File: config.mk
export PLATFORM = sky130hd
export DESIGN_NAME = vector_mac_top
export DESIGN_NICKNAME = d
export VERILOG_FILES = /design/src/rtl/vector_mac_top.sv
export SDC_FILE = /design/constraint.sdc
export NUM_CORES = 1
export LEC_CHECK = 0
export ABC_AREA = 1
export BUFFER_PORTS_ARGS = -buffer_cell sky130_fd_sc_hd__buf_2
export CORE_MARGIN = 2
export CORE_UTILIZATION = 40
export CTS_CLUSTER_DIAMETER = 200
export DETAILED_ROUTE_END_ITERATION = 10
export HOLD_SLACK_MARGIN = 0.12
export RECOVER_POWER = 25
export SLEW_MARGIN = 10
export SYNTH_ARGS = -nofsm -noshare
export SYNTH_HDL_FRONTEND = slang
export SYNTH_SLANG_ARGS = --single-unit
File: constraint.sdc
create_clock -name clk -period 4.5 [get_ports clk]
set_input_delay 0.675 -clock clk [delete_from_list [all_inputs] [get_ports clk]]
set_output_delay 0.675 -clock clk [all_outputs]
set_load 0.005 [all_outputs]
File: src/rtl/vector_mac_top.sv
// vector_mac_top: streaming 4-lane unsigned INT8 dot-product accumulator.
// Five register stages: input capture, lane products, pair sums, dot product,
// and a window accumulator that emits one sum per BEATS valid beats.
module vector_mac_top #(
  parameter int BEATS = 250
) (
  input  logic        clk,
  input  logic        rst_n,
  input  logic        in_valid,
  input  logic [31:0] in_a,
  input  logic [31:0] in_b,
  output logic        out_valid,
  output logic [31:0] mac_out
);

  localparam int CW = (BEATS > 1) ? $clog2(BEATS) : 1;
  localparam logic [CW-1:0] LAST_BEAT = CW'(BEATS - 1);

  // S1 state
  logic        v1_reg;
  logic [31:0] a_reg;
  logic [31:0] b_reg;
  // S2 state
  logic        v2_reg;
  logic [15:0] prod_reg [4];
  // S3 state
  logic        v3_reg;
  logic [16:0] pair_reg [2];
  // S4 state
  logic        v4_reg;
  logic [17:0] dot_reg;
  // S5 state
  logic [31:0]   acc_reg;
  logic [CW-1:0] cnt_reg;

  // Valid flags travel alongside the data; only they (not the data) need clearing.
  always_ff @(posedge clk) begin
    if (!rst_n) begin
      v1_reg <= 1'b0;
      v2_reg <= 1'b0;
      v3_reg <= 1'b0;
      v4_reg <= 1'b0;
    end else begin
      v1_reg <= in_valid;
      v2_reg <= v1_reg;
      v3_reg <= v2_reg;
      v4_reg <= v3_reg;
    end
  end

  // S1: capture operand words.
  always_ff @(posedge clk) begin
    a_reg <= in_a;
    b_reg <= in_b;
  end

  // S2: one 8x8 unsigned multiplier per lane.
  genvar gi;
  generate
    for (gi = 0; gi < 4; gi++) begin : g_lane
      // Lane product, widened before multiplying so the full 16 bits are kept.
      always_ff @(posedge clk) begin
        prod_reg[gi] <= 16'(a_reg[8*gi +: 8]) * 16'(b_reg[8*gi +: 8]);
      end
    end
  endgenerate

  // S3: first level of the reduction tree (lanes 0+1, lanes 2+3).
  generate
    for (gi = 0; gi < 2; gi++) begin : g_pair
      // Pair sum carries one extra bit to hold the worst-case total.
      always_ff @(posedge clk) begin
        pair_reg[gi] <= 17'(prod_reg[2*gi]) + 17'(prod_reg[2*gi+1]);
      end
    end
  endgenerate

  // S4: final reduction to the 18-bit dot product.
  always_ff @(posedge clk) begin
    dot_reg <= 18'(pair_reg[0]) + 18'(pair_reg[1]);
  end

  // S5: accumulate valid beats; on the last beat of a window publish the sum
  // and restart from zero so the next beat opens a fresh window.
  always_ff @(posedge clk) begin
    if (!rst_n) begin
      acc_reg   <= '0;
      cnt_reg   <= '0;
      out_valid <= 1'b0;
      mac_out   <= '0;
    end else begin
      out_valid <= 1'b0;
      if (v4_reg) begin
        if (cnt_reg == LAST_BEAT) begin
          mac_out   <= acc_reg + 32'(dot_reg);
          out_valid <= 1'b1;
          acc_reg   <= '0;
          cnt_reg   <= '0;
        end else begin
          acc_reg <= acc_reg + 32'(dot_reg);
          cnt_reg <= cnt_reg + CW'(1);
        end
      end
    end
  end

endmodule

### Word-level counts from Yosys, hierarchy flattened

Memories as Yosys holds them, arrays and structs flattened.
Index checks and enable logic that the tools add are counted.
Widths: inputs -> output; s select.

| word-level totals | value |
|---|---|
| bits in registers | 159 |
| memory bits (writable) | 98 |
| bits of input ports | 67 |
| output and inout port bits | 33 |
| word-level logic and storage cells | 28 |
| memories kept | 2 |

| operators by class | value |
|---|---|
| add/sub/neg operators | 5 |
| multipliers | 4 |
| equal/unequal tests | 1 |
| muxes and demuxes | 3 |
| reduce and logical (&&, ||, !) cells | 2 |

Memory list:

| name | depth | bits a word | read ports | clocked after Yosys merged registers in | write ports | RTL line | source |
|---|---|---|---|---|---|---|---|
| prod_reg | 4 | 16 | 4 | 0 | 4 | 25 | `logic [15:0] prod_reg [4];` |
| pair_reg | 2 | 17 | 2 | 0 | 2 | 28 | `logic [16:0] pair_reg [2];` |

Operators with widths:

| kind | count |
|---|---|
| $mul 8x8->16 | 4 |
| $add 16x16->17 | 2 |
| $add 32x18->32 | 1 |
| $mux 32 | 1 |
| $add 17x17->18 | 1 |
| $add 8x1->8 const B | 1 |
| $eq 8x8->1 const B | 1 |
| $mux 8 | 1 |
| $reduce_and 2->1 | 2 |
| $mux 1 | 1 |

### Logic depth before layout (Yosys ltp)

Gate-level depths: netlist of the first run.

| logic depth | value |
|---|---|
| word-level depth | 2 |
| depth in mapped cells | 19 |
| mapped depth without buffers | 18 |

### Worst setup path before layout of the first run

OpenSTA, ideal clock, no wires.

| timing path | value |
|---|---|
| path kind | reg-to-reg |
| from | register b_reg[23] |
| to | memory prod_reg[2][12] |
| setup time | 0.072 ns |
| data arrival time | 3.918 ns |
| slack | 0.510 ns |
| stages on the path, launching flop included | 16 |
| path buffers | 1 |
| clock period less this slack | 3.990 ns |
| cells stage by stage | dfxtp_1 -> clkbuf_1 -> nand2_1 -> fa_1 -> fa_1 -> inv_1 -> fa_1 -> inv_1 -> fa_1 -> inv_1 -> ha_1 -> a21o_1 -> a21oi_1 -> o21ai_0 -> a21oi_1 -> xnor2_1 |

RTL lines:

| what | RTL line | source |
|---|---|---|
| start, declared | 22 | `logic [31:0] b_reg;` |
| start signal, assigned | 54 | `b_reg <= in_b;` |
| end, declared | 25 |  |

==> results of run 1 <==
-- final cells by class --
| class | count | area (um^2) | area share [%] |
|---|---|---|---|
| Inverter | 552 | 2070 | 9.96 |
| Timing Repair Buffer | 100 | 498 | 2.39 |
| Clock inverter | 14 | 158 | 0.757 |
| Multi-Input combinational cell | 1552 | 11300 | 54.4 |
| Tap cell | 607 | 759 | 3.65 |
| Sequential cell | 257 | 5140 | 24.7 |
| Clock buffer | 42 | 867 | 4.16 |
-- logic make-up after synthesis --
kind of cell,share of synthesized area (%)
compound gates,7.05
xor+xnor,4.83
fa+ha+maj,29.8
buf+inv,12.7
flops,27.3
simple gates,18.3
-- power by group through the flow --
stage	Clock, mW	Sequential (mW)	Combinational (mW)
after global routing	2.67	3.23	6.58
after CTS	2.58	3.19	5.73
final	2.48	3.18	5.67
after floorplan	0	3.04	4.62
after detailed placement	0	3.23	5.68
after global placement	0	3.24	5.60
-- layout by cell type, fill, tap and decap left out, types with 3 or more instances in the layout --
cell type / instances
nand2_2: 3
ha_1: 213
nor2_2: 5
fa_1: 148
o21ai_1: 16
clkbuf_8: 5
or2_2: 3
clkbuf_16: 31
a21boi_1: 4
or2_1: 3
nand4_1: 9
nor2_1: 78
a21oi_1: 129
o21ai_0: 27
xnor2_1: 43
a211oi_1: 5
a22o_1: 6
nand2_1: 645
nor3_1: 18
nand3b_1: 4
o31ai_1: 5
o21ai_2: 3
xor2_1: 61
nand3_1: 77
inv_2: 4
inv_1: 547
o21bai_1: 8
clkbuf_1: 10
a31oi_1: 6
bufinv_16: 3
buf_2: 95
clkinv_2: 7
a21o_1: 11
dfxtp_1: 257
-- routing by layer --
layer | global-route usage (%) | wire length (um) | vias to the layer above
met1 | 22.2 | 19000 | 6593
met2 | 27.1 | 17500 | 203
met4 | 4.03 | 947 | 0
met3 | 2.23 | 1340 | 53
met5 | 0 | 0 | -
li1 | - | - | 7487
-- what timing repair did --
action / in CTS / in global routing
setup endpoints to repair: 0 / 1
resized for setup: 0 / 1
hold endpoints to repair: 0 / 0
setup buffers: 0 / 0
-- worst max-delay path: cells and delay by family, from the launching register on --
kind | cells | cell delay (ns)
simple gates | 1 | 0.15
xor+xnor | 1 | 0.15
buf+inv | 1 | 0.04
flops | 1 | 0.48
compound gates | 4 | 0.76
fa+ha+maj | 5 | 2.48
-- worst paths after layout --
kind         slack (ns)  cells past startpoint                      end               from
max                0.32                     12  prod_reg[2][13]$_DFF_P_  a_reg[17]$_DFF_P_
min                0.19                      1        b_reg[13]$_DFF_P_           in_b[13]
max reg2reg        0.32                     12  prod_reg[2][13]$_DFF_P_  a_reg[17]$_DFF_P_
min reg2reg        0.42                      2        v3_reg$_SDFF_PN0_  v2_reg$_SDFF_PN0_
==> results.yml, run 1 <==
cells_and_area:
  fin_cells: 3124
  nNetsFinal: 2922
  largest_register_ffs: 64
  area_delta_synth_final_pct: 10.4
  post-route-util_pct: 44.7
  drive_above_1_share_pct: 6.79
  nFillCells: 4656
  antenna_cells: 0
  final_area_um2: 20800
place:
  dp_hpwl_mm: 31.6
  detailedPlace.worstSlack_ns: 0.291
  gp_congestion: 0.871
  place_area_um2: 19800
  dp.cells: 3068
  port_buffers: 99
power_and_ir_drop:
  p_int_mw: 6.71
  comb_power_share_pct: 50.0
  total_leakage_power_nw: 11.9
  total_power_mw: 11.3
  peakVddDrop_mv: 0.338
  switching_share_pct: 40.8
  clkPwrFrac_pct: 21.9
  power_per_cell_area_nw_per_um2: 544
  p_switching_mw: 4.62
  seqPwrFrac_pct: 28.1
synth:
  ys_types: 50
  avgSynthCellArea_um2: 7.74
  ys_ff_latch: 257
  post-synth-top-count-cell: "nand2_1"
  ys_top_cells_by_count: "nand2_1, inv_1, dfxtp_1"
  ys_warn_count: 0
  synth_ff_type: "dfxtp_1"
  syn_nets: 2866
  ys_top_cells_by_area: "dfxtp_1, fa_1, ha_1"
  ys_seq_area_share_pct: 27.3
  syn_area_um2: 18900
  synthArstFlopShare_pct: 0
  synth_largest_area_cell: "dfxtp_1"
  synth_top_cell_area_share_pct: 27.3
  synth_cells: 2438
  synth-edff-count: 0
critical_path:
  path_class: "reg2reg"
  slowest_stage: "fa_1"
  startpoint_type: "flip-flop"
  crit_path_max_incr_delay_ns: 0.55
  crit_top_cell: "fa_1"
  cp-end-kind: "flip-flop"
  arrival_ns: 4.64
  crit_path_max_fanout: 8
  path_cells: "nand2_1 -> fa_1 -> fa_1 -> fa_1 -> fa_1 -> inv_1 -> ha_1 -> a21oi_1 -> o21ai_0 -> a21oi_1 -> o21ai_0 -> xor2_1"
  worstPathRequired_ns: 4.95
routing:
  drt.antenna.violating_nets: 0
  num_vias: 14300
  drc_errors: 0
  routed_via_density: 4.59
  wirelength_mm: 38.8
  drtIter0Drc: 780
  drtPass1Iterations: 5
  avgRoutedWirePerCell_um: 12.4
die:
  die_h_um: 221
  core-area_um2: 46600
  die_w_um: 221
  die_area_um2: 48900
  io_pins: 100
  num_rows: 79
  start_util_pct: 40.5
timing:
  finalCriticalPeriod_ns: 4.18
  setup_ws_ns: 0.319
  worstMarginPinSlew_ns: 1.20
  drv_slew: 0
  slew_headroom_pct: 20.1
  hold_slack_ns: 0.192
  hold_violations: 0
  skew_ns: 0.00962
  fmax_mhz: 239
  setup_viol: 0
  period_share_pct: 92.9
  tns_ns: 0
  rsz0062_at_grt: "no"
global_route:
  antenna_found_initial: 0
  grt_pass1_wl_mm: 67.5
  grt_max_degree: 36
  grt_use_total_pct: 16.2
  grt_overflow: 0
  grt_pass1_vias: 14400
clock_tree:
  tritoncts: "done"
  cts_buffers: 31
  ctsHoldBuffers: 0
  clockBufferDepth: 3
  clock_latency_ns: 0.58
  clock-sinks: 257
  clockRootBuffer: "clkbuf_16"
  cts_max_level: 1
  path_clk_slew_ns: 0.06
job:
  maxCapViolCount: 0
status:
  outcome: "completed"
min_path:
  hold_path_class: "in2reg"
(Power assumes the default switching activity.)
==> run 2: changes to the inputs <==
clock period = 4.1 ns   (was 4.5 ns; I/O delays follow)
==> run 2 against run 1 <==
Maximum frequency rose by 6.6%. Critical path depth rose by 2. Via count increased by 2.9%. Clock power is 12% higher. Worst setup slack worse by 0.14 ns. Combinational power is 15% higher. Sequential power is 9.1% higher. Utilization is 2.1 points higher. Sequential share of layout area is 0.84 points lower. Critical path type unchanged. Largest cell class unchanged.
==> results.yml, run 2 (synthesis results as in run 1) <==
timing:
  skew_ns: 0.0251
  worstMarginPinSlew_ns: 0.734
  period_share_pct: 95.6
  fmax_mhz: 255
  finalCriticalPeriod_ns: 3.92
  hold_violations: 0
  setup_ws_ns: 0.179
  setup_viol: 0
  drv_slew: 0
  slew_headroom_pct: 51.0
global_route:
  grt_use_total_pct: 16.8
  grt_pass1_wl_mm: 69.9
  antenna_found_initial: 0
  met1_usage_pct: 22.8
  use_met3_pct: 2.04
  grt_max_degree: 36
  top_usage_layer: "met2"
  grt_overflow: 0
  grt_pass1_vias: 15000
  grt_util_met2_pct: 28.6
critical_path:
  cp_num_cells: 14
  arrival_ns: 4.42
  crit_path_max_incr_delay_ns: 0.53
  cp-end-kind: "flip-flop"
  path_class: "reg2reg"
  crit_top_cell: "fa_1"
  startpoint_type: "flip-flop"
  crit_path_max_fanout: 5
  cp.buffers_inverters: 3
  path_cells: "nand2_1 -> fa_1 -> fa_1 -> inv_1 -> fa_1 -> inv_1 -> fa_1 -> inv_1 -> ha_1 -> nand2_1 -> nor2_1 -> a21oi_2 -> o31ai_1 -> xor2_1"
  cp_top_family: "adder cells"
  worstPathRequired_ns: 4.60
  slowest_stage: "fa_1"
  ff2ff_path_depth: 14
place:
  detailedPlace.worstSlack_ns: -0.0325
  dp_hpwl_mm: 32.3
  gp_congestion: 0.892
  port_buffers: 99
clock_tree:
  path_clk_slew_ns: 0.06
  cts_buffers: 31
  tritoncts: "done"
  clockBufferDepth: 3
  clock-sinks: 257
  cts_max_level: 1
  clock_latency_ns: 0.59
  clockRootBuffer: "clkbuf_16"
die:
  die_w_um: 221
  die_h_um: 221
  core-area_um2: 46600
  die_area_um2: 48900
  start_util_pct: 40.5
  num_rows: 79
  io_pins: 100
job:
  maxCapViolCount: 0
cells_and_area:
  drive_above_1_share_pct: 10.1
  largest_register_ffs: 64
  area_delta_synth_final_pct: 15.6
  nNetsFinal: 3009
  antenna_cells: 0
  mostFrequentLayoutCells: "nand2_1, inv_1, dfxtp_1, ha_1, fa_1"
  post-route-util_pct: 46.9
  final_common_cell: "nand2_1"
power_and_ir_drop:
  total_power_mw: 12.8
  peakVddDrop_mv: 0.419
  power_per_cell_area_nw_per_um2: 586
  total_leakage_power_nw: 12.3
routing:
  drtIter0Drc: 690
  drtPass1Iterations: 5
  routed_via_density: 4.59
  avgRoutedWirePerCell_um: 12.5
  num_vias: 14700
  drc_errors: 0
  drt.antenna.violating_nets: 0
  wirelength_mm: 40.3
min_path:
  worstHoldPathCells: 1
  hold_path_class: "in2reg"
status:
  outcome: "completed"
run 2: what timing repair did:
| item | 4_1_cts | 5_1_grt |
|---|---|---|
| setup endpoints to repair | 8 | 20 |
| pin swaps | 0 | 1 |
| setup buffers | 0 | 1 |
| gates resized for setup | 9 | 64 |
| hold endpoints to repair | 54 | 0 |
| hold buffers | 54 | 0 |
run 2: metrics by stage:
stage	instances	area [um^2]	hold slack [ns]	TNS (ns)
2_1_floorplan	2438	18900	0.390	0
3_3_place_gp	3100	20000	0.401	0
3_5_place_dp	3100	20000	0.401	-0.0761
4_1_cts	3211	21700	0.120	0
5_1_grt	3212	21800	0.127	-0.0566
6_report	3212	21800	0.152	0
run 2: routing by layer:
| metal | vias up | share of wire, % |
|---|---|---|
| li1 | 7658 | - |
| met1 | 6822 | 48 |
| met2 | 224 | 46 |
| met3 | 45 | 3.7 |
| met4 | 0 | 1.5 |
| met5 | - | 0 |
run 2: final timing paths:
kind | startpoint | end | slack, ns
max reg2reg | b_reg[29]$_DFF_P_ | prod_reg[3][14]$_DFF_P_ | 0.18
min | in_b[21] | b_reg[21]$_DFF_P_ | 0.15
min reg2reg | v2_reg$_SDFF_PN0_ | v3_reg$_SDFF_PN0_ | 0.42
max | b_reg[29]$_DFF_P_ | prod_reg[3][14]$_DFF_P_ | 0.18
run 2: where the power goes:
part / switching, mW / internal (mW) / total, mW
logic: 3.84 / 2.70 / 6.54
clock network: 1.11 / 1.67 / 2.78
registers: 0.306 / 3.16 / 3.47
total: 5.26 / 7.53 / 12.8
run 2: area by class of cell:
cell class | count | area, um^2
Multi-Input combinational cell | 1552 | 11400
Clock inverter | 17 | 191
Clock buffer | 40 | 860
Inverter | 552 | 2070
Timing Repair Buffer | 187 | 1280
Tap cell | 607 | 759
Fill cell | 4561 | 24700
Sequential cell | 257 | 5200
==> run 3: changes to the inputs <==
MAX_ROUTING_LAYER = met4   (was unset)
clock period = 4.5 ns   (was 4.1 ns; I/O delays follow)
==> run 3 against run 2 <==
Die area unchanged. Critical path depth unchanged. Via count decreased by 1.7%. Flip-flop and latch count unchanged. Largest cell class unchanged. Power decreased by 9.2%. Highest routed layer unchanged.
==> results.yml, run 3 (synthesis results as in run 1) <==
timing:
  rsz0062_at_grt: "no"
  hold_violations: 0
  skew_ns: 0.0111
  period_share_pct: 94.2
  finalCriticalPeriod_ns: 4.24
  slew_headroom_pct: 21.7
  tns_ns: 0
  worstMarginPinSlew_ns: 1.17
  fmax_mhz: 236
  setup_viol: 0
  drv_slew: 0
routing:
  drtPass1Iterations: 7
  wirelength_mm: 39.4
  routed_via_density: 4.63
  drtIter0Drc: 691
  drt.antenna.violating_nets: 0
  avgRoutedWirePerCell_um: 12.6
  num_vias: 14500
  drc_errors: 0
critical_path:
  path_class: "reg2reg"
  cp-end-kind: "flip-flop"
  crit_path_max_fanout: 8
  crit_top_cell: "fa_1"
  ff2ff_path_depth: 14
  path_cells: "nand2_1 -> fa_1 -> fa_1 -> inv_1 -> fa_1 -> inv_1 -> fa_1 -> inv_1 -> ha_1 -> a21oi_1 -> o21ai_0 -> a21oi_1 -> o31ai_1 -> xor2_1"
  arrival_ns: 4.70
  crit_path_max_incr_delay_ns: 0.55
  slowest_stage: "fa_1"
  worstPathRequired_ns: 4.96
  startpoint_type: "flip-flop"
  r2r_slack_ns: 0.26
clock_tree:
  clockRootBuffer: "clkbuf_16"
  cts_buffers: 31
  path_clk_slew_ns: 0.06
  tritoncts: "done"
  post_cts_buffers: 0
  ctsHoldBuffers: 0
  ctsResizeCount: 0
  clock_latency_ns: 0.59
  clock-sinks: 257
  cts_max_level: 1
  clockBufferDepth: 3
min_path:
  worstHoldPathCells: 1
  hold_path_class: "in2reg"
job:
  maxCapViolCount: 0
status:
  outcome: "completed"
die:
  start_util_pct: 40.5
  num_rows: 79
  io_pins: 100
  die_h_um: 221
  die_w_um: 221
  die_area_um2: 48900
  core-area_um2: 46600
cells_and_area:
  final_common_cell: "nand2_1"
  mostFrequentLayoutCells: "nand2_1, inv_1, dfxtp_1, ha_1, fa_1"
  regArea_um2: 5140
  nFillCells: 4703
  nNetsFinal: 2923
  largest_register_ffs: 64
  area_delta_synth_final_pct: 11.1
  multi_input_area_um2: 11300
  drive_above_1_share_pct: 6.94
  final_area_um2: 21000
  antenna_cells: 0
global_route:
  grt_pass1_wl_mm: 69.3
  grt_max_degree: 36
  grt_pass1_vias: 14800
  antenna_found_initial: 0
  grt_overflow: 0
  grt_use_total_pct: 17.1
place:
  dp_hpwl_mm: 31.9
  port_buffers: 99
  gp_congestion: 0.883
  place_area_um2: 19800
power_and_ir_drop:
  peakVddDrop_mv: 0.343
  power_per_cell_area_nw_per_um2: 554
  total_leakage_power_nw: 12.0
-- run 3: stage by stage --
| stage | total power [mW] | util [%] | std cells | hold slack, ns | setup WS [ns] |
|---|---|---|---|---|---|
| floorplan | 7.65 | - | 2438 | 0.390 | 0.510 |
| global placement | 8.84 | 42.6 | 3069 | 0.400 | 0.397 |
| detailed placement | 8.91 | 42.6 | 3069 | 0.401 | 0.287 |
| CTS | 11.8 | 45.0 | 3127 | 0.144 | 0.283 |
| global route | 12.8 | 45.0 | 3127 | 0.152 | 0.00526 |
| finish | 11.6 | 45.0 | 3127 | 0.186 | 0.261 |
-- run 3: final timing paths --
path	from	endpoint
max	b_reg[26]$_DFF_P_	prod_reg[3][14]$_DFF_P_
min	in_a[13]	a_reg[13]$_DFF_P_
max reg2reg	b_reg[26]$_DFF_P_	prod_reg[3][14]$_DFF_P_
min reg2reg	v2_reg$_SDFF_PN0_	v3_reg$_SDFF_PN0_
-- run 3: final cells by class --
class	instances	share of cell area [%]
Timing Repair Buffer	101	2.39
Clock inverter	14	1.13
Multi-Input combinational cell	1552	54.0
Inverter	552	9.90
Clock buffer	44	4.36
Sequential cell	257	24.5
Tap cell	607	3.62
-- run 3: report_power, final --
part	total (mW)	internal (mW)	switching [mW]
registers	3.19	2.88	0.306
clock network	2.75	1.75	1.00
logic	5.67	2.31	3.35
-- run 3: layer usage --
layer / global-route usage (%) / wire length, um
met1: 22.4 / 19300
met2: 28.1 / 17900
met3: 2.15 / 1240
met4: 4.44 / 998
met5: - / 0
-- run 3: critical path: cells and delay by family, from the launching register on --
kind,cells,cell delay (ns)
AOI/OAI and AO/OA,4,0.74
and+or+nand+nor,1,0.13
buffers and inverters,3,0.15
adders and majority gates,5,2.46
xor gates and xnor gates,1,0.15
DFF,1,0.49
